`config.mk`:
```
export PLATFORM = sky130hd
export DESIGN_NAME = zbuf_arbiter
export DESIGN_NICKNAME = d
export VERILOG_FILES = /design/src/rtl/zbuf_arbiter.sv
export SDC_FILE = /design/constraint.sdc
export NUM_CORES = 1
export LEC_CHECK = 0
export ABC_AREA = 1
export BUFFER_PORTS_ARGS = -buffer_cell sky130_fd_sc_hd__buf_2
export CORE_MARGIN = 10
export CORE_UTILIZATION = 47
export CTS_BUF_LIST = sky130_fd_sc_hd__clkbuf_8
export DETAILED_ROUTE_END_ITERATION = 6
export GPL_TIMING_DRIVEN = 0
export PLACE_DENSITY_LB_ADDON = 0.12
export SYNTH_ARGS = -nofsm -noshare
export SYNTH_HDL_FRONTEND = slang
export SYNTH_SLANG_ARGS = --single-unit
```
`constraint.sdc`:
```
create_clock -name clk -period 2.8 [get_ports clk]
set_input_delay 0.56 -clock clk [delete_from_list [all_inputs] [get_ports clk]]
set_output_delay 0.56 -clock clk [all_outputs]
set_load 0.05 [all_outputs]
```
`src/rtl/zbuf_arbiter.sv`:
```
// Round-robin z-buffer port arbiter with lock-chaining.
// Optional BUSY watchdog: define ZBUF_ARB_TIMEOUT_EN.
module zbuf_arbiter #(
  parameter int NUM_REQ        = 4,
  parameter int DEPTH_BITS     = 24,
  parameter int ADDR_W         = 32,
  parameter int TIMEOUT_CYCLES = 255,
  localparam int GW = (NUM_REQ > 1) ? $clog2(NUM_REQ) : 1
) (
  input  logic                         clk,
  input  logic                         rst_n,
  input  logic [NUM_REQ-1:0]           req_valid,
  input  logic [NUM_REQ-1:0]           req_we,
  input  logic [NUM_REQ-1:0]           req_lock,
  input  logic [NUM_REQ*ADDR_W-1:0]    req_addr,
  input  logic [NUM_REQ*DEPTH_BITS-1:0] req_wdata,
  output logic [NUM_REQ-1:0]           req_ack,
  output logic                         req_err,
  output logic [DEPTH_BITS-1:0]        req_rdata,
  output logic [GW-1:0]                grant_id,
  output logic                         mem_req,
  output logic                         mem_we,
  output logic [ADDR_W-1:0]            mem_addr,
  output logic [DEPTH_BITS-1:0]        mem_wdata,
  input  logic [DEPTH_BITS-1:0]        mem_rdata,
  input  logic                         mem_ack
);

  typedef enum logic [1:0] {
    IDLE,
    BUSY,
    RESP
  } state_t;

  state_t        state;
  state_t        state_nx;
  logic [GW-1:0] last_grant;
  logic [GW-1:0] win;
  logic [GW-1:0] cand;
  logic          win_ok;
  logic          lock_held;
  logic          tmo;

`ifdef ZBUF_ARB_TIMEOUT_EN
  localparam int CW = $clog2(TIMEOUT_CYCLES + 1);
  logic [CW-1:0] cnt;

  assign tmo = (state == BUSY) && !mem_ack &&
               (cnt == CW'(TIMEOUT_CYCLES - 1));

  // count BUSY cycles spent waiting on memory
  always_ff @(posedge clk or negedge rst_n) begin
    if (!rst_n) begin
      cnt <= '0;
    end else if (state != BUSY) begin
      cnt <= '0;
    end else if (!mem_ack) begin
      cnt <= cnt + 1'b1;
    end
  end

  // error flag qualifies the ack of a timed-out request
  always_ff @(posedge clk or negedge rst_n) begin
    if (!rst_n) begin
      req_err <= 1'b0;
    end else if (tmo) begin
      req_err <= 1'b1;
    end else if (state == RESP) begin
      req_err <= 1'b0;
    end
  end
`else
  assign tmo     = 1'b0;
  assign req_err = 1'b0;
`endif

  // lock holder first, else first valid after last_grant
  always_comb begin
    win    = '0;
    win_ok = 1'b0;
    cand   = '0;
    if (lock_held && req_valid[grant_id]) begin
      win    = grant_id;
      win_ok = 1'b1;
    end else begin
      for (int k = 1; k <= NUM_REQ; k++) begin
        cand = GW'((int'(last_grant) + k) % NUM_REQ);
        if (!win_ok && req_valid[cand]) begin
          win    = cand;
          win_ok = 1'b1;
        end
      end
    end
  end

  // state register
  always_ff @(posedge clk or negedge rst_n) begin
    if (!rst_n) state <= IDLE;
    else        state <= state_nx;
  end

  // next-state decode
  always_comb begin
    state_nx = state;
    unique case (state)
      IDLE:    if (win_ok) state_nx = BUSY;
      BUSY:    if (mem_ack || tmo) state_nx = RESP;
      RESP:    state_nx = IDLE;
      default: state_nx = IDLE;
    endcase
  end

  // grant capture, memory request and response datapath
  always_ff @(posedge clk or negedge rst_n) begin
    if (!rst_n) begin
      req_ack    <= '0;
      req_rdata  <= '0;
      grant_id   <= '0;
      mem_req    <= 1'b0;
      mem_we     <= 1'b0;
      mem_addr   <= '0;
      mem_wdata  <= '0;
      last_grant <= GW'(NUM_REQ - 1);
      lock_held  <= 1'b0;
    end else begin
      req_ack <= '0;
      unique case (state)
        IDLE: begin
          if (win_ok) begin
            mem_req    <= 1'b1;
            mem_we     <= req_we[win];
            mem_addr   <= req_addr[int'(win)*ADDR_W +: ADDR_W];
            mem_wdata  <= req_wdata[int'(win)*DEPTH_BITS +: DEPTH_BITS];
            grant_id   <= win;
            last_grant <= win;
            lock_held  <= req_lock[win];
          end else begin
            lock_held  <= 1'b0;
          end
        end
        BUSY: begin
          if (mem_ack) begin
            mem_req   <= 1'b0;
            req_rdata <= mem_rdata;
            req_ack   <= NUM_REQ'(1) << grant_id;
          end else if (tmo) begin
            mem_req   <= 1'b0;
            req_ack   <= NUM_REQ'(1) << grant_id;
            lock_held <= 1'b0;
          end
        end
        default: ;
      endcase
    end
  end

endmodule

```
# After elaboration in Yosys (flattened, before gate mapping)
# Index checks and enable logic that the tools add are counted.
[word_totals]
reg_bits = 93
latch_bits = 0
mem_bits_rw = 0
romBits = 0
in_bits = 263
output_inout_bits = 89
word_cells = 76
memories = 0
[op_classes]
add_sub_neg = 4
multipliers = 1
n_div = 0
magnitude_cmp = 6
eq_ne = 3
shift = 3
mux = 36
n_bitwise = 0
n_reduce_logical = 13
[ops]
columns = ["cell", "count"]
rows = [
  ["variable part select 128 x 8 -> 32 bit", 1],
  ["variable part select 96 x 8 -> 24 bit", 1],
  ["< comparator 2 x 3 -> 1 bit (second input constant)", 6],
  ["two-way mux 1 bit", 18],
  ["binary-select mux 1 bit (select 2 bit)", 7],
  ["two-way mux 2 bit", 7],
  ["two-way mux 4 bit", 2],
  ["AND reduction 2 bit", 3],
  ["adder 2 x 1 -> 2 bit (second input constant)", 2],
  ["adder 2 bit (second input constant)", 2],
  ["logical AND 1 bit", 4],
  ["multiplier 2 x 2 -> 4 bit (second input constant)", 1],
  ["!= test 2 bit (second input constant)", 2],
  ["case mux 2 bit (2 select lines)", 1],
  ["left shift 1 x 2 -> 4 bit (first input constant)", 1],
  ["logical NOT 1 bit", 3],
  ["AND reduction 3 bit", 1],
  ["== test 2 x 1 -> 1 bit (second input constant)", 1],
  ["logical NOT 2 bit", 1],
  ["case mux 1 bit (2 select lines)", 1],
  ["nonzero test 2 bit", 1],
]

# Depth between registers and ports, before layout
# Gate-level depths: netlist (run 1).
[logic_depth]
depth_word = 20
depth_mapped = 20
depth_no_buf = 16

# Worst setup path after synthesis (run 1)
# No wires, ideal clock.
[synth_timing]
path_kind = "register to register"
start = "register grant_id[0]"
end = "register mem_addr[18]"
setup_time_ps = 118
arrival_time_ps = 2200
required_ps = 2682
setup_slack_ps = 482
stages_incl_launch_ff = 15
path_buffers = 2
period_less_slack_ps = 2318
cell_sequence = "dfrtp_1 inv_1 nand2_1 o22ai_1 o21bai_1 nand2_1 inv_1 nand2_2 buf_4 clkbuf_1 nand3_1 nand3_1 nand2_1 nand2_1 nand2_1"
[synth_between]
elab_chain_cells = 5
elab_cells_between_ends = 7
cone_classes = "1 x shift; 4 x mux; 2 x reduce/logical"
[synth_lines]
columns = ["element", "line_no", "rtl"]
rows = [
  ["start, declared", "20", "output logic [GW-1:0] grant_id,"],
  ["start signal, assigned", "134", "grant_id <= win;"],
  ["binary-select mux 1 bit (select 2 bit)", "82", "if (lock_held && req_valid[grant_id]) begin"],
  ["two-way mux 1 bit (implied by the code)", "82", ""],
  ["logical AND 1 bit", "82", ""],
  ["two-way mux 2 bit or two-way mux 1 bit (tied branches)", "82", ""],
  ["variable part select 128 x 8 -> 32 bit or AND reduction 2 bit (tied branches)", "-", ""],
  ["end signal, assigned", "132", "mem_addr <= req_addr[int'(win)*ADDR_W +: ADDR_W];"],
  ["end, declared", "23", "output logic [ADDR_W-1:0] mem_addr,"],
]
# Several ways; a longest one is shown, not always the timed one. The select of a mux whose other input is x is not followed.
# A chain may end at the register's enable or synchronous reset.

# Worst setup path in the final report (run 1)
[layout_timing]
start = "register last_grant[0]"
end = "register mem_wdata[4]"
[layout_between]
elab_chain_cells = 19
elab_cells_between_ends = 34
cone_classes = "4 x add/sub; 1 x mul; 1 x shift; 21 x mux; 7 x reduce/logical"
[layout_lines]
columns = ["element", "line_no", "rtl"]
rows = [
  ["start, declared", "37", "logic [GW-1:0] last_grant;"],
  ["start signal, assigned", "123", "last_grant <= GW'(NUM_REQ - 1);"],
  ["start signal, assigned", "135", "last_grant <= win;"],
  ["adder 2 x 1 -> 2 bit", "87", "cand = GW'((int'(last_grant) + k) % NUM_REQ);"],
  ["binary-select mux 1 bit (select 2 bit)", "88", "if (!win_ok && req_valid[cand]) begin"],
  ["two-way mux 1 bit (implied by the code)", "88", ""],
  ["two-way mux 1 bit", "88", ""],
  ["two-way mux 1 bit", "82", ""],
  ["logical NOT 1 bit", "88", ""],
  ["logical AND 1 bit", "88", ""],
  ["two-way mux 1 bit", "88", ""],
  ["[3 not listed]", "-", ""],
  ["two-way mux 1 bit", "88", ""],
  ["two-way mux 1 bit", "82", ""],
  ["logical NOT 1 bit", "88", ""],
  ["logical AND 1 bit", "88", ""],
  ["two-way mux 2 bit", "88", ""],
  ["two-way mux 2 bit", "82", ""],
  ["multiplier 2 x 2 -> 4 bit", "133", "mem_wdata <= req_wdata[int'(win)*DEPTH_BITS +: DEPTH_BITS];"],
  ["variable part select 96 x 8 -> 24 bit", "133", ""],
  ["end signal, assigned", "133", ""],
  ["end, declared", "24", "output logic [DEPTH_BITS-1:0] mem_wdata,"],
]
# Several ways; a longest one is shown, not always the timed one. The select of a mux whose other input is x is not followed.

==> report_table.html, run 1 <==
<table>
<tr><th>Metric</th><th>Value</th></tr>
<tr><th colspan="2">Synthesis</th></tr>
<tr><td>Number of register bits inferred by synthesis</td><td>a little over 90</td></tr>
<tr><td>Post-Synthesis Cells</td><td>between 1000 and 1500</td></tr>
<tr><td>Async SR Flop Fraction</td><td>100.0%</td></tr>
<tr><td>Yosys Warn Count</td><td>0</td></tr>
<tr><td>Primary flip-flop cell chosen by synthesis mapping</td><td>sky130_fd_sc_hd__dfrtp_1</td></tr>
<tr><td>Cell Area, Synth</td><td>between 0.006 and 0.007 mm^2</td></tr>
<tr><td>Register area share after synthesis</td><td>between 30% and 40%</td></tr>
<tr><td>Number of distinct library cells after synthesis</td><td>25</td></tr>
<tr><td>Syn nets</td><td>roughly 1400</td></tr>
<tr><td>Synth Area per Inst</td><td>roughly 6 um^2</td></tr>
<tr><td>Post-synth EDFFs</td><td>0</td></tr>
<tr><th colspan="2">Global routing</th></tr>
<tr><td>Via count of the first global-routing pass</td><td>roughly 7900</td></tr>
<tr><td>Global-route wire length before repair</td><td>around 41 mm</td></tr>
<tr><td>Overall track demand over capacity in global routing</td><td>25.85%</td></tr>
<tr><td>Total overflow reported by the global router</td><td>0</td></tr>
<tr><td>Initial antenna violation count</td><td>4</td></tr>
<tr><td>Maximum number of pins on one net before global-route repair</td><td>between 50 and 60</td></tr>
<tr><th colspan="2">Setup path</th></tr>
<tr><td>WP data required</td><td>3.09 ns</td></tr>
<tr><td>Cell-by-cell listing of the critical path</td><td>buf_6 &gt; inv_2 &gt; nand2_1 &gt; nand2_1 &gt; nand2_1 &gt; nand2_2 &gt; nor2_4 &gt; nand2_1 &gt; nand2_1 &gt; nand2_1 &gt; nand3_1 &gt; buf_4 &gt; buf_4 &gt; buf_4 &gt; nand3_1 &gt; nand3_1 &gt; nand2_1 &gt; nand2_1 &gt; nand2_1</td></tr>
<tr><td>CP peak stage delay</td><td>about 0.54 ns</td></tr>
<tr><td>Gate family responsible for the most delay along the worst path</td><td>simple AND/OR/NAND/NOR gates</td></tr>
<tr><td>Path type of the worst setup path</td><td>register to register</td></tr>
<tr><td>Setup slack on the worst flop-to-flop path</td><td>0.18 ns</td></tr>
<tr><td>Critical-path top delay cell</td><td>sky130_fd_sc_hd__dfstp_2</td></tr>
<tr><td>Dominant cell type by count on the critical path</td><td>sky130_fd_sc_hd__nand2_1</td></tr>
<tr><td>Worst EP arrival</td><td>roughly 2.9 ns</td></tr>
<tr><td>Worst setup SP type</td><td>register</td></tr>
<tr><td>Worst Path Max Fanout</td><td>10</td></tr>
<tr><td>Type of element capturing the critical path</td><td>register</td></tr>
<tr><td>Critical path buffers and inverters</td><td>5</td></tr>
<tr><th colspan="2">Placed design</th></tr>
<tr><td>Sum of net half-perimeters after detailed placement</td><td>20.78 mm</td></tr>
<tr><td>Count of buffers from port buffering</td><td>350</td></tr>
<tr><td>Routability congestion estimate from global placement</td><td>0.9447</td></tr>
<tr><td>Placed cells</td><td>approximately 1700</td></tr>
<tr><th colspan="2">CTS</th></tr>
<tr><td>Clock root buffer master</td><td>sky130_fd_sc_hd__clkbuf_8</td></tr>
<tr><td>Clock tree sinks</td><td>between 90 and 100</td></tr>
<tr><td>Total setup buffers inserted after CTS</td><td>0</td></tr>
<tr><td>Maximum level of the CTS H-tree</td><td>3</td></tr>
<tr><td>Clock tree buffer depth</td><td>2</td></tr>
<tr><td>Post-CTS Hold Fix Bufs</td><td>0</td></tr>
<tr><td>Clock latency of the later-clocked register in the worst-skew pair</td><td>roughly 0.40 ns</td></tr>
<tr><td>Clock tree from TritonCTS</td><td>yes</td></tr>
<tr><td>Clock slew at reported path FFs</td><td>0.10 ns</td></tr>
<tr><td>Number of buffers added by the clock tree synthesis step</td><td>9</td></tr>
<tr><td># resized after CTS</td><td>0</td></tr>
<tr><th colspan="2">Floorplan</th></tr>
<tr><td>Die area</td><td>between 0.015 and 0.02 mm^2</td></tr>
<tr><td>Starting density of the core</td><td>about half</td></tr>
<tr><td>Number of rows created at floorplan</td><td>between 40 and 50</td></tr>
<tr><td>Die Wd</td><td>139.1 um</td></tr>
<tr><td>Core outline area</td><td>around 0.014 mm^2</td></tr>
<tr><td>IO Pins</td><td>approximately 350</td></tr>
<tr><td>Die Y-Extent</td><td>about 140 um</td></tr>
<tr><th colspan="2">STA</th></tr>
<tr><td>Final worst clock skew</td><td>around 0.012 ns</td></tr>
<tr><td>Endpoints failing hold</td><td>0</td></tr>
<tr><td>Worst-margin pin slew</td><td>0.5768 ns</td></tr>
<tr><td>Setup Total Neg Slack</td><td>0 ns</td></tr>
<tr><td>Crit path time final</td><td>between 2 and 3 ns</td></tr>
<tr><td>Share of the clock period used by the worst path after layout</td><td>between 90 and 100%</td></tr>
<tr><td>Number of setup violations in the final report</td><td>0</td></tr>
<tr><td>F_max</td><td>about 380 MHz</td></tr>
<tr><td>Worst max-slew margin expressed relative to the limit</td><td>61.54%</td></tr>
<tr><td>Number of slew-limit violations in the final report</td><td>0</td></tr>
<tr><td>Setup repair after global routing missed its margin</td><td>false</td></tr>
<tr><th colspan="2">Layout</th></tr>
<tr><td>Nets</td><td>roughly 1800</td></tr>
<tr><td>Final-layout fill cell count</td><td>1413</td></tr>
<tr><td>Area growth, synth to finish</td><td>33.41%</td></tr>
<tr><td>Most used cells in the layout excluding fill and tap cells</td><td>sky130_fd_sc_hd__nand2_1 (456), sky130_fd_sc_hd__buf_2 (368), sky130_fd_sc_hd__nand3_1 (240), sky130_fd_sc_hd__inv_1 (238), sky130_fd_sc_hd__dfrtp_1 (91)</td></tr>
<tr><td>Layout cell share with drive strength beyond 1</td><td>28.03%</td></tr>
<tr><td>Final cell count without fillers</td><td>between 1500 and 2000</td></tr>
<tr><td>Commonest non-fill, non-tap cell in the layout</td><td>sky130_fd_sc_hd__nand2_1</td></tr>
<tr><th colspan="2">Drt</th></tr>
<tr><td>Avg Vias per Cell</td><td>around 4.8</td></tr>
<tr><td>Routed Antenna Nets</td><td>0</td></tr>
<tr><td>DRC marker count from the first detailed-route iteration</td><td>approximately 580</td></tr>
<tr><td>Final routed DRC violation total</td><td>0</td></tr>
<tr><td>Vias</td><td>just over 8000</td></tr>
<tr><td>Aggregate routed wire length</td><td>between 20 and 30 mm</td></tr>
<tr><td>First-pass detailed-route iteration total</td><td>5</td></tr>
<tr><td>Per-cell routed wire length</td><td>15.45 um</td></tr>
<tr><th colspan="2">Worst hold path</th></tr>
<tr><td>Type of the most critical hold path</td><td>primary input to async pin</td></tr>
<tr><th colspan="2">Outcome</th></tr>
<tr><td>Result of the run</td><td>finished, final reports clean</td></tr>
<tr><th colspan="2">Flow run</th></tr>
<tr><td>Maximum Capacitance Violations</td><td>0</td></tr>
</table>
Yosys cell counts (all sizes together), types with 2 or more instances:
cell,instances,area [um^2]
nor3,2,10.01
nand4,2,12.51
dfrtp,91,2277
inv,243,912.1
nand2,460,1742
nor2,6,30.03
o21ai,9,48.80
buf,39,245.2
nand3,240,1201
dfstp,2,52.55
clkbuf,29,108.9
metrics by stage:
stage	utilization, %	hold WS (ns)	setup slack [ns]	instance area (um^2)
global route	64.09	0.1767	0.01179	8896
global placement	62.29	0.4566	0.09070	8647
CTS	63.91	0.1569	0.06762	8871
detailed placement	62.51	0.4597	0.07712	8677
finish	64.11	0.1466	0.1759	8899
floorplan	-	0.2644	0.4820	6670
final cells by class:
cell class                 instances  area [um^2]  area share, %
antenna                            4        10.01         0.1125
buffer                            68        360.3          4.050
clock buffer                       9        123.9          1.392
clock inverter                     7        70.07         0.7874
inverter                         243        912.1          10.25
multi-input combinational        724         3085          34.67
sequential                        93         2330          26.18
tap                              180        225.2          2.531
timing repair buffer             351         1782          20.02
cell families (layout without fill, tap and decap cells):
logic type / after synthesis / in the layout / synth area share, %
buffers and inverters: 311 / 678 / 18.98
other: 1 / 5 / 0.05622
AOI/OAI and AO/OA: 13 / 13 / 1.126
and+or+nand+nor: 710 / 710 / 44.91
DFF: 93 / 93 / 34.93
final timing paths:
| kind | end | depth (start not counted) | startpoint |
|---|---|---|---|
| setup / recovery | mem_wdata[4] | 19 | last_grant[0] |
| min in group clk | req_rdata[5] | 3 | mem_rdata[5] |
| hold reg to reg | mem_addr[13] | 2 | mem_addr[13] |
| hold / removal | mem_addr[10] | 1 | rst_n |
| setup reg to reg | mem_wdata[4] | 19 | last_grant[0] |
| max in group asynchronous | state[0] | 2 | rst_n |
per-layer routing:
layer  vias to the layer above  part of all wire (%)  GRT usage [%]
met5                         -                 0.031              0
met4                         2                   2.9          9.665
met3                        49                   8.5          8.014
met2                       320                    49          43.77
met1                      3604                    39          29.94
li1                       4083                     -              -
registers in the layout, indices dropped and copies added, names as in the netlist:
name        flops
grant_id        2
last_grant      2
lock_held       1
mem_addr       32
mem_req         1
mem_wdata      24
mem_we          1
req_ack         4
req_rdata      24
state           2
Power of run 1 is not shown: default switching activity piles up to over one toggle a cycle in this logic, so the estimate is an artifact.
==> run 2, diff against run 1 <==
CELL_PAD_IN_SITES_DETAIL_PLACEMENT = 1   (was default)
CELL_PAD_IN_SITES_GLOBAL_PLACEMENT = 1   (was default)
CORE_UTILIZATION = 30   (was 47)
==> run 2 against run 1 <==
Compared with the run above:
- sequential share of layout area shrank 0.59 points
- utilization down 22 points
- first-iteration DRC count decreased by 40%
- critical path type unchanged
==> report_table.html, run 2 (same netlist as run 1, synthesis figures left out) <==
<table>
<tr><th>Metric</th><th>Value</th></tr>
<tr><th colspan="2">STA</th></tr>
<tr><td>Worst-margin pin slew</td><td>approximately 0.70 ns</td></tr>
<tr><td>Number of setup violations in the final report</td><td>0</td></tr>
<tr><td>Tightest hold margin</td><td>about 0.18 ns</td></tr>
<tr><td>Endpoints failing hold</td><td>0</td></tr>
<tr><td>Crit path time final</td><td>about 2.6 ns</td></tr>
<tr><td>Share of the clock period used by the worst path after layout</td><td>92.77%</td></tr>
<tr><td>Final worst clock skew</td><td>~0.013 ns</td></tr>
<tr><td>F_max</td><td>between 300 and 400 MHz</td></tr>
<tr><td>Worst max-slew margin expressed relative to the limit</td><td>between 50% and 60%</td></tr>
<tr><td>Number of slew-limit violations in the final report</td><td>0</td></tr>
<tr><th colspan="2">Layout</th></tr>
<tr><td>Layout cell share with drive strength beyond 1</td><td>28.66%</td></tr>
<tr><td>Cell area after layout</td><td>roughly 0.0091 mm^2</td></tr>
<tr><td>Commonest non-fill, non-tap cell in the layout</td><td>sky130_fd_sc_hd__nand2_1</td></tr>
<tr><td>Top flop regs</td><td>mem_addr: 32 flops, mem_wdata: 24 flops, req_rdata: 24 flops</td></tr>
<tr><td>Number of flip-flops in the largest register</td><td>32</td></tr>
<tr><td>Register with the most flip-flops</td><td>mem_addr</td></tr>
<tr><td>Final-layout fill cell count</td><td>about 3100</td></tr>
<tr><td>Nets</td><td>between 1500 and 2000</td></tr>
<tr><td>Most used cells in the layout excluding fill and tap cells</td><td>sky130_fd_sc_hd__nand2_1 (454), sky130_fd_sc_hd__buf_2 (362), sky130_fd_sc_hd__nand3_1 (240), sky130_fd_sc_hd__inv_1 (238), sky130_fd_sc_hd__dfrtp_1 (91)</td></tr>
<tr><td>Area growth, synth to finish</td><td>36.50%</td></tr>
<tr><th colspan="2">Placed design</th></tr>
<tr><td>Sum of net half-perimeters after detailed placement</td><td>approximately 25 mm</td></tr>
<tr><td>Routability congestion estimate from global placement</td><td>around 0.87</td></tr>
<tr><td>Cell area reported after detailed placement</td><td>just under 0.009 mm^2</td></tr>
<tr><td>Count of buffers from port buffering</td><td>350</td></tr>
<tr><th colspan="2">Floorplan</th></tr>
<tr><td>Starting density of the core</td><td>a little under a third</td></tr>
<tr><td>Core outline area</td><td>~0.022 mm^2</td></tr>
<tr><td>Die Y-Extent</td><td>between 150 and 200 um</td></tr>
<tr><td>Number of rows created at floorplan</td><td>54</td></tr>
<tr><td>Die area</td><td>roughly 0.029 mm^2</td></tr>
<tr><td>IO Pins</td><td>approximately 350</td></tr>
<tr><td>Die Wd</td><td>169.1 um</td></tr>
<tr><th colspan="2">Setup path</th></tr>
<tr><td>Path type of the worst setup path</td><td>register to register</td></tr>
<tr><td>Worst Path Max Fanout</td><td>10</td></tr>
<tr><td>Type of element capturing the critical path</td><td>register</td></tr>
<tr><td>Worst EP arrival</td><td>2.89 ns</td></tr>
<tr><td>WP data required</td><td>between 3 and 4 ns</td></tr>
<tr><td>Worst setup SP type</td><td>register</td></tr>
<tr><th colspan="2">Drt</th></tr>
<tr><td>Avg Vias per Cell</td><td>~4.5</td></tr>
<tr><td>Routed Antenna Nets</td><td>0</td></tr>
<tr><td>Per-cell routed wire length</td><td>about 17 um</td></tr>
<tr><td>Final routed DRC violation total</td><td>0</td></tr>
<tr><td>Vias</td><td>~8100</td></tr>
<tr><td>Aggregate routed wire length</td><td>30.39 mm</td></tr>
<tr><td>DRC marker count from the first detailed-route iteration</td><td>around 350</td></tr>
<tr><td>First-pass detailed-route iteration total</td><td>6</td></tr>
<tr><th colspan="2">Global routing</th></tr>
<tr><td>Initial antenna violation count</td><td>6</td></tr>
<tr><td>Global-route wire length before repair</td><td>roughly 47 mm</td></tr>
<tr><td>Overall track demand over capacity in global routing</td><td>approximately a fifth</td></tr>
<tr><td>Maximum number of pins on one net before global-route repair</td><td>49</td></tr>
<tr><td>Via count of the first global-routing pass</td><td>around 8600</td></tr>
<tr><td>Total overflow reported by the global router</td><td>0</td></tr>
<tr><th colspan="2">Worst hold path</th></tr>
<tr><td>Type of the most critical hold path</td><td>primary input to async pin</td></tr>
<tr><th colspan="2">CTS</th></tr>
<tr><td>Maximum level of the CTS H-tree</td><td>3</td></tr>
<tr><td>Number of buffers added by the clock tree synthesis step</td><td>9</td></tr>
<tr><td>Clock tree buffer depth</td><td>2</td></tr>
<tr><td>Clock latency of the later-clocked register in the worst-skew pair</td><td>just under 0.4 ns</td></tr>
<tr><td>Clock root buffer master</td><td>sky130_fd_sc_hd__clkbuf_8</td></tr>
<tr><td>Clock tree sinks</td><td>93</td></tr>
<tr><td>Clock tree from TritonCTS</td><td>yes</td></tr>
<tr><td>Clock slew at reported path FFs</td><td>between 0.1 and 0.15 ns</td></tr>
<tr><th colspan="2">Outcome</th></tr>
<tr><td>Result of the run</td><td>finished, final reports clean</td></tr>
<tr><th colspan="2">Flow run</th></tr>
<tr><td>Maximum Capacitance Violations</td><td>0</td></tr>
</table>
## run 2: cell types whose count changed in the layout (fill, tap and decap cells not counted), sizes merged
cell	previous run	this run
buf	390	388
diode	4	5
clkinv	0	1
clkbuf	38	42
inv	249	248
## run 2: critical path, stage by stage (launching register included)
cell	delay [ns]
sky130_fd_sc_hd__dfstp_2	0.54
sky130_fd_sc_hd__buf_6	0.12
sky130_fd_sc_hd__inv_2	0.08
sky130_fd_sc_hd__nand2_1	0.09
sky130_fd_sc_hd__nand3_1	0.10
sky130_fd_sc_hd__nand2_1	0.14
sky130_fd_sc_hd__nor2_4	0.07
sky130_fd_sc_hd__nand4_1	0.09
sky130_fd_sc_hd__nand2_1	0.11
sky130_fd_sc_hd__o21ai_4	0.29
sky130_fd_sc_hd__clkbuf_4	0.27
sky130_fd_sc_hd__buf_2	0.26
sky130_fd_sc_hd__nand3_1	0.12
sky130_fd_sc_hd__nand3_1	0.14
sky130_fd_sc_hd__nand2_1	0.07
## run 2: worst paths after layout
check,startpoint,endpoint,slack (ns),depth (start not counted)
worst min-delay path,rst_n,mem_addr[8],0.18,1
worst max register to register,last_grant[0],lock_held,0.20,14
worst min register to register,mem_addr[6],mem_addr[6],0.49,2
worst max-delay path,last_grant[0],lock_held,0.20,14
max in group asynchronous,rst_n,last_grant[0],1.87,2
min in group clk,mem_rdata[4],req_rdata[4],0.34,3
## run 2: final cells by class
class / count / area [um^2] / area share (%)
Multi-Input combinational cell: 724 / 3090 / 33.94
Sequential cell: 93 / 2330 / 25.59
Timing Repair Buffer: 354 / 1817 / 19.95
Inverter: 243 / 914.6 / 10.05
Buffer: 67 / 394.1 / 4.329
Tap cell: 280 / 350.3 / 3.848
Clock buffer: 9 / 123.9 / 1.360
Clock inverter: 7 / 72.57 / 0.7970
Antenna cell: 5 / 12.51 / 0.1374
## run 2: what timing repair did
item / in CTS / in global routing
resized for setup: 2 / 32
pin swaps: 0 / 1
setup endpoints to repair: 5 / 53
setup buffers: 0 / 3
hold buffers: 0 / 0
hold endpoints to repair: 0 / 0
## run 2: per-stage QoR
stage / instances / TNS [ns] / worst slack (ns) / utilization [%]
floorplan: 1128 / 0 / 0.4820 / -
detailed placement: 1759 / -0.04629 / -0.03524 / 40.33
CTS: 1774 / 0 / 0.02714 / 41.23
global route: 1782 / -0.001541 / -0.001282 / 41.72
finish: 1782 / 0 / 0.2024 / 41.72
global placement: 1758 / 0 / 0.04199 / 40.20
## run 2: metal layers
| metal | global-route usage (%) | wire length (um) | vias to the layer above |
|---|---|---|---|
| met5 | 0 | 10 | - |
| met1 | 23.98 | 12370 | 3771 |
| met4 | 6.604 | 555 | 2 |
| met2 | 35.83 | 15470 | 210 |
| met3 | 5.141 | 1984 | 33 |
| li1 | - | - | 4090 |
Power of run 2 is left out for the same reason.
==> run 3, diff against run 2 <==
--- a/config.mk
+++ b/config.mk
@@ -7,3 +7,3 @@
 export LEC_CHECK = 0
-export ABC_AREA = 1
+export ABC_AREA = 0
 export BUFFER_PORTS_ARGS = -buffer_cell sky130_fd_sc_hd__buf_2
==> constraint.sdc (replaced) <==
create_clock -name clk -period 2.8 [get_ports clk]
set_input_delay 0.28 -clock clk [delete_from_list [all_inputs] [get_ports clk]]
set_output_delay 0.28 -clock clk [all_outputs]
set_load 0.05 [all_outputs]
==> run 3 against run 2 <==
Compared with the run above:
- synthesized area down 21%
- fmax rose by 1.3%
- die area is 18% lower
- first-iteration DRC count shrank 34%
- register-to-register slack improved by 0.03 ns
- synthesized cell count is 51% lower
- routed wire length shrank 14%
- global-route usage grew 1.0 points
==> report_table.html, run 3 <==
<table>
<tr><th>Metric</th><th>Value</th></tr>
<tr><th colspan="2">Outcome</th></tr>
<tr><td>Result of the run</td><td>finished, final reports clean</td></tr>
<tr><th colspan="2">Pwr</th></tr>
<tr><td>Combinational share of power</td><td>65.4%</td></tr>
<tr><td>Total chip power</td><td>around 9.3 mW</td></tr>
<tr><td>Switching share of power</td><td>55.39%</td></tr>
<tr><td>Internal cell power</td><td>approximately 4.2 mW</td></tr>
<tr><td>Share of power burned in the clock network</td><td>10.1%</td></tr>
<tr><td>Power spent charging and discharging nets</td><td>5.170 mW</td></tr>
<tr><td>Worst IR drop on VDD</td><td>~0.45 mV</td></tr>
<tr><td>Total power per unit cell area</td><td>approximately 1200 mW/mm^2</td></tr>
<tr><td>Register share of total power</td><td>between 20% and 30%</td></tr>
<tr><td>Leakage power</td><td>about 4 nW</td></tr>
<tr><th colspan="2">STA</th></tr>
<tr><td>Setup repair after global routing missed its margin</td><td>false</td></tr>
<tr><td>Worst max-slew margin expressed relative to the limit</td><td>a little under three fifths</td></tr>
<tr><td>Endpoints failing hold</td><td>0</td></tr>
<tr><td>Share of the clock period used by the worst path after layout</td><td>between 90% and 100%</td></tr>
<tr><td>Number of slew-limit violations in the final report</td><td>0</td></tr>
<tr><td>Number of setup violations in the final report</td><td>0</td></tr>
<tr><td>Worst-margin pin slew</td><td>about 0.66 ns</td></tr>
<tr><td>Crit path time final</td><td>roughly 2.6 ns</td></tr>
<tr><td>F_max</td><td>about 390 MHz</td></tr>
<tr><td>Final worst clock skew</td><td>0.01713 ns</td></tr>
<tr><td>Tightest hold margin</td><td>0.08088 ns</td></tr>
<tr><td>Setup Total Neg Slack</td><td>0 ns</td></tr>
<tr><th colspan="2">Layout</th></tr>
<tr><td>Nets</td><td>between 1000 and 1500</td></tr>
<tr><td>Area occupied by multi-input gates</td><td>0.002653 mm^2</td></tr>
<tr><td>Commonest non-fill, non-tap cell in the layout</td><td>sky130_fd_sc_hd__buf_2</td></tr>
<tr><td>Area growth, synth to finish</td><td>43.27%</td></tr>
<tr><td>Register with the most flip-flops</td><td>mem_addr</td></tr>
<tr><td>Top flop regs</td><td>mem_addr: 32 flops, mem_wdata: 24 flops, req_rdata: 24 flops</td></tr>
<tr><td>Number of flip-flops in the largest register</td><td>32</td></tr>
<tr><td>Area used by sequential logic in the layout</td><td>0.002330 mm^2</td></tr>
<tr><td>Final-layout fill cell count</td><td>2130</td></tr>
<tr><td>Most used cells in the layout excluding fill and tap cells</td><td>sky130_fd_sc_hd__buf_2 (355), sky130_fd_sc_hd__nand2_1 (142), sky130_fd_sc_hd__dfrtp_1 (91), sky130_fd_sc_hd__mux2i_1 (63), sky130_fd_sc_hd__a31oi_1 (57)</td></tr>
<tr><td>Final cell count without fillers</td><td>approximately 1200</td></tr>
<tr><td>Layout cell share with drive strength beyond 1</td><td>43.34%</td></tr>
<tr><th colspan="2">Worst hold path</th></tr>
<tr><td>Hold wc startpoint</td><td>mem_rdata[18]</td></tr>
<tr><td>Type of the most critical hold path</td><td>primary input to register</td></tr>
<tr><td>Worst hold path cell count</td><td>3</td></tr>
<tr><td>Sink of the worst hold path</td><td>req_rdata[18]</td></tr>
<tr><th colspan="2">Synthesis</th></tr>
<tr><td>Number of register bits inferred by synthesis</td><td>93</td></tr>
<tr><td>Most frequent cell after synthesis</td><td>sky130_fd_sc_hd__nand2_1</td></tr>
<tr><td>Primary flip-flop cell chosen by synthesis mapping</td><td>sky130_fd_sc_hd__dfrtp_1</td></tr>
<tr><td>Cell Area, Synth</td><td>about 0.0053 mm^2</td></tr>
<tr><td>Yosys Warn Count</td><td>0</td></tr>
<tr><td>Top-area cell type share of the netlist area</td><td>approximately 43%</td></tr>
<tr><td>Leading post-synthesis cells by cell area</td><td>sky130_fd_sc_hd__dfrtp_1 (43%), sky130_fd_sc_hd__mux2i_1 (12%), sky130_fd_sc_hd__nand2_1 (10%), sky130_fd_sc_hd__and4_1 (9.3%), sky130_fd_sc_hd__o211ai_1 (7.9%)</td></tr>
<tr><td>Syn nets</td><td>roughly 820</td></tr>
<tr><td>Synth Area per Inst</td><td>between 9 and 10 um^2</td></tr>
<tr><td>Number of distinct library cells after synthesis</td><td>33</td></tr>
<tr><td>Async SR Flop Fraction</td><td>between 90% and 100%</td></tr>
<tr><td>Post-Synthesis Cells</td><td>between 500 and 600</td></tr>
<tr><td>Yosys top cell by area</td><td>sky130_fd_sc_hd__dfrtp_1</td></tr>
<tr><td>Register area share after synthesis</td><td>43.98%</td></tr>
<tr><td>Post-synth EDFFs</td><td>0</td></tr>
<tr><td>Most frequent cells after synthesis</td><td>sky130_fd_sc_hd__nand2_1 (142), sky130_fd_sc_hd__dfrtp_1 (91), sky130_fd_sc_hd__mux2i_1 (63), sky130_fd_sc_hd__a31oi_1 (57)</td></tr>
<tr><th colspan="2">Drt</th></tr>
<tr><td>Final routed DRC violation total</td><td>0</td></tr>
<tr><td>Vias</td><td>around 5900</td></tr>
<tr><td>First-pass detailed-route iteration total</td><td>4</td></tr>
<tr><td>Routed Antenna Nets</td><td>0</td></tr>
<tr><td>Per-cell routed wire length</td><td>22.66 um</td></tr>
<tr><td>Avg Vias per Cell</td><td>approximately 5.1</td></tr>
<tr><td>Aggregate routed wire length</td><td>about 26 mm</td></tr>
<tr><td>DRC marker count from the first detailed-route iteration</td><td>229</td></tr>
<tr><th colspan="2">Placed design</th></tr>
<tr><td>Sum of net half-perimeters after detailed placement</td><td>approximately 21 mm</td></tr>
<tr><td>Count of buffers from port buffering</td><td>350</td></tr>
<tr><td>Placed cells</td><td>roughly 1100</td></tr>
<tr><td>Routability congestion estimate from global placement</td><td>0.8659</td></tr>
<tr><th colspan="2">CTS</th></tr>
<tr><td>Total setup buffers inserted after CTS</td><td>0</td></tr>
<tr><td>Clock tree sinks</td><td>93</td></tr>
<tr><td>Clock tree buffer depth</td><td>2</td></tr>
<tr><td>Clock root buffer master</td><td>sky130_fd_sc_hd__clkbuf_8</td></tr>
<tr><td>Clock latency of the later-clocked register in the worst-skew pair</td><td>0.38 ns</td></tr>
<tr><td>Clock slew at reported path FFs</td><td>0.10 ns</td></tr>
<tr><td>Clock tree from TritonCTS</td><td>yes</td></tr>
<tr><td>Number of buffers added by the clock tree synthesis step</td><td>9</td></tr>
<tr><td>Maximum level of the CTS H-tree</td><td>3</td></tr>
<tr><th colspan="2">Floorplan</th></tr>
<tr><td>Number of rows created at floorplan</td><td>48</td></tr>
<tr><td>IO Pins</td><td>approximately 350</td></tr>
<tr><td>Die Y-Extent</td><td>approximately 150 um</td></tr>
<tr><td>Die area</td><td>between 0.02 and 0.025 mm^2</td></tr>
<tr><td>Starting density of the core</td><td>30.63%</td></tr>
<tr><td>Core outline area</td><td>approximately 0.017 mm^2</td></tr>
<tr><td>Die Wd</td><td>152.9 um</td></tr>
<tr><th colspan="2">Setup path</th></tr>
<tr><td>Reg-to-reg startpoint</td><td>last_grant[1]</td></tr>
<tr><td>WP data required</td><td>3.08 ns</td></tr>
<tr><td>Worst setup SP type</td><td>register</td></tr>
<tr><td>Setup slack on the worst flop-to-flop path</td><td>roughly 0.24 ns</td></tr>
<tr><td>Type of element capturing the critical path</td><td>register</td></tr>
<tr><td>Destination of the worst register-to-register timing path</td><td>mem_wdata[9]</td></tr>
<tr><td>R2R cell count</td><td>8</td></tr>
<tr><td>Worst Path Max Fanout</td><td>10</td></tr>
<tr><td>Worst EP arrival</td><td>approximately 2.8 ns</td></tr>
<tr><td>Path type of the worst setup path</td><td>register to register</td></tr>
<tr><th colspan="2">Global routing</th></tr>
<tr><td>Global-route wire length before repair</td><td>39.87 mm</td></tr>
<tr><td>Total overflow reported by the global router</td><td>0</td></tr>
<tr><td>Overall track demand over capacity in global routing</td><td>21.52%</td></tr>
<tr><td>Initial antenna violation count</td><td>4</td></tr>
<tr><td>Maximum number of pins on one net before global-route repair</td><td>50</td></tr>
<tr><td>Via count of the first global-routing pass</td><td>between 6000 and 7000</td></tr>
<tr><th colspan="2">Flow run</th></tr>
<tr><td>Maximum Capacitance Violations</td><td>0</td></tr>
</table>
## run 3: how the worst max path moves through the flow
stage	start	endpoint	slack [ns]	cells past startpoint
2_1_floorplan	grant_id[0]	mem_addr[14]	0.39	9
3_3_place_gp	last_grant[1]	mem_wdata[15]	0.22	8
3_5_place_dp	last_grant[1]	mem_addr[13]	0.12	8
4_1_cts	last_grant[1]	mem_addr[13]	0.08	8
5_1_grt	last_grant[1]	mem_wdata[9]	0.06	8
6_report	last_grant[1]	mem_wdata[9]	0.24	8
## run 3: timing repair
item / 4_1_cts / 5_1_grt
endpoints found under the hold margin: 44 / 0
gates resized for setup: 0 / 9
setup endpoints to repair: 0 / 49
hold buffers: 1 / 0
## run 3: area by class of cell
class	count	share of cell area [%]
sequential	93	30.70
timing repair buffer	352	23.61
tap	225	3.709
inverter	2	0.09891
antenna	4	0.1319
clock inverter	6	0.8408
buffer	54	4.154
clock buffer	10	1.813
multi-input combinational	406	34.95
## run 3: metrics by stage
stage / instance area (um^2) / util [%] / setup slack (ns)
after floorplan: 5298 / - / 0.3947
after global placement: 7331 / 42.38 / 0.2197
after detailed placement: 7361 / 42.56 / 0.1202
after CTS: 7572 / 43.78 / 0.07676
after global routing: 7585 / 43.85 / 0.06196
final: 7590 / 43.88 / 0.2353
## run 3: kinds of logic (layout without fill, tap and decap cells)
logic type             Yosys count  after routing  share of synthesized area [%]
buffers and inverters           56            424                          5.952
AOI/OAI and AO/OA              122            122                          16.11
other                            1              5                        0.07079
DFF                             93             93                          43.98
and+or+nand+nor                218            218                          21.56
muxes                           65             65                          12.33
## run 3: power groups by stage
stage / Combinational, mW / Clock (mW) / Sequential (mW)
floorplan: 2.41 / 0 / 4.20
global placement: 6.03 / 0 / 2.29
detailed placement: 6.17 / 0 / 2.32
CTS: 6.18 / 0.983 / 2.29
global route: 6.53 / 1.04 / 2.38
finish: 6.10 / 0.944 / 2.29
## run 3: metal layers
metal	track usage (%)	vias up	wire, um
li1	-	2789	-
met1	24.18	2831	10550
met2	37.87	258	13040
met3	7.435	25	2100
met4	5.767	2	402
met5	0	-	18
## run 3: critical path: stages (launching register included)
cell	delay (ns)
sky130_fd_sc_hd__dfstp_2	0.62
sky130_fd_sc_hd__nand3b_1	0.10
sky130_fd_sc_hd__a31oi_1	0.25
sky130_fd_sc_hd__o221a_2	0.35
sky130_fd_sc_hd__buf_2	0.27
sky130_fd_sc_hd__buf_2	0.30
sky130_fd_sc_hd__clkbuf_2	0.27
sky130_fd_sc_hd__a31oi_1	0.15
sky130_fd_sc_hd__o211ai_1	0.13
Power figures use the tool's default switching activity.
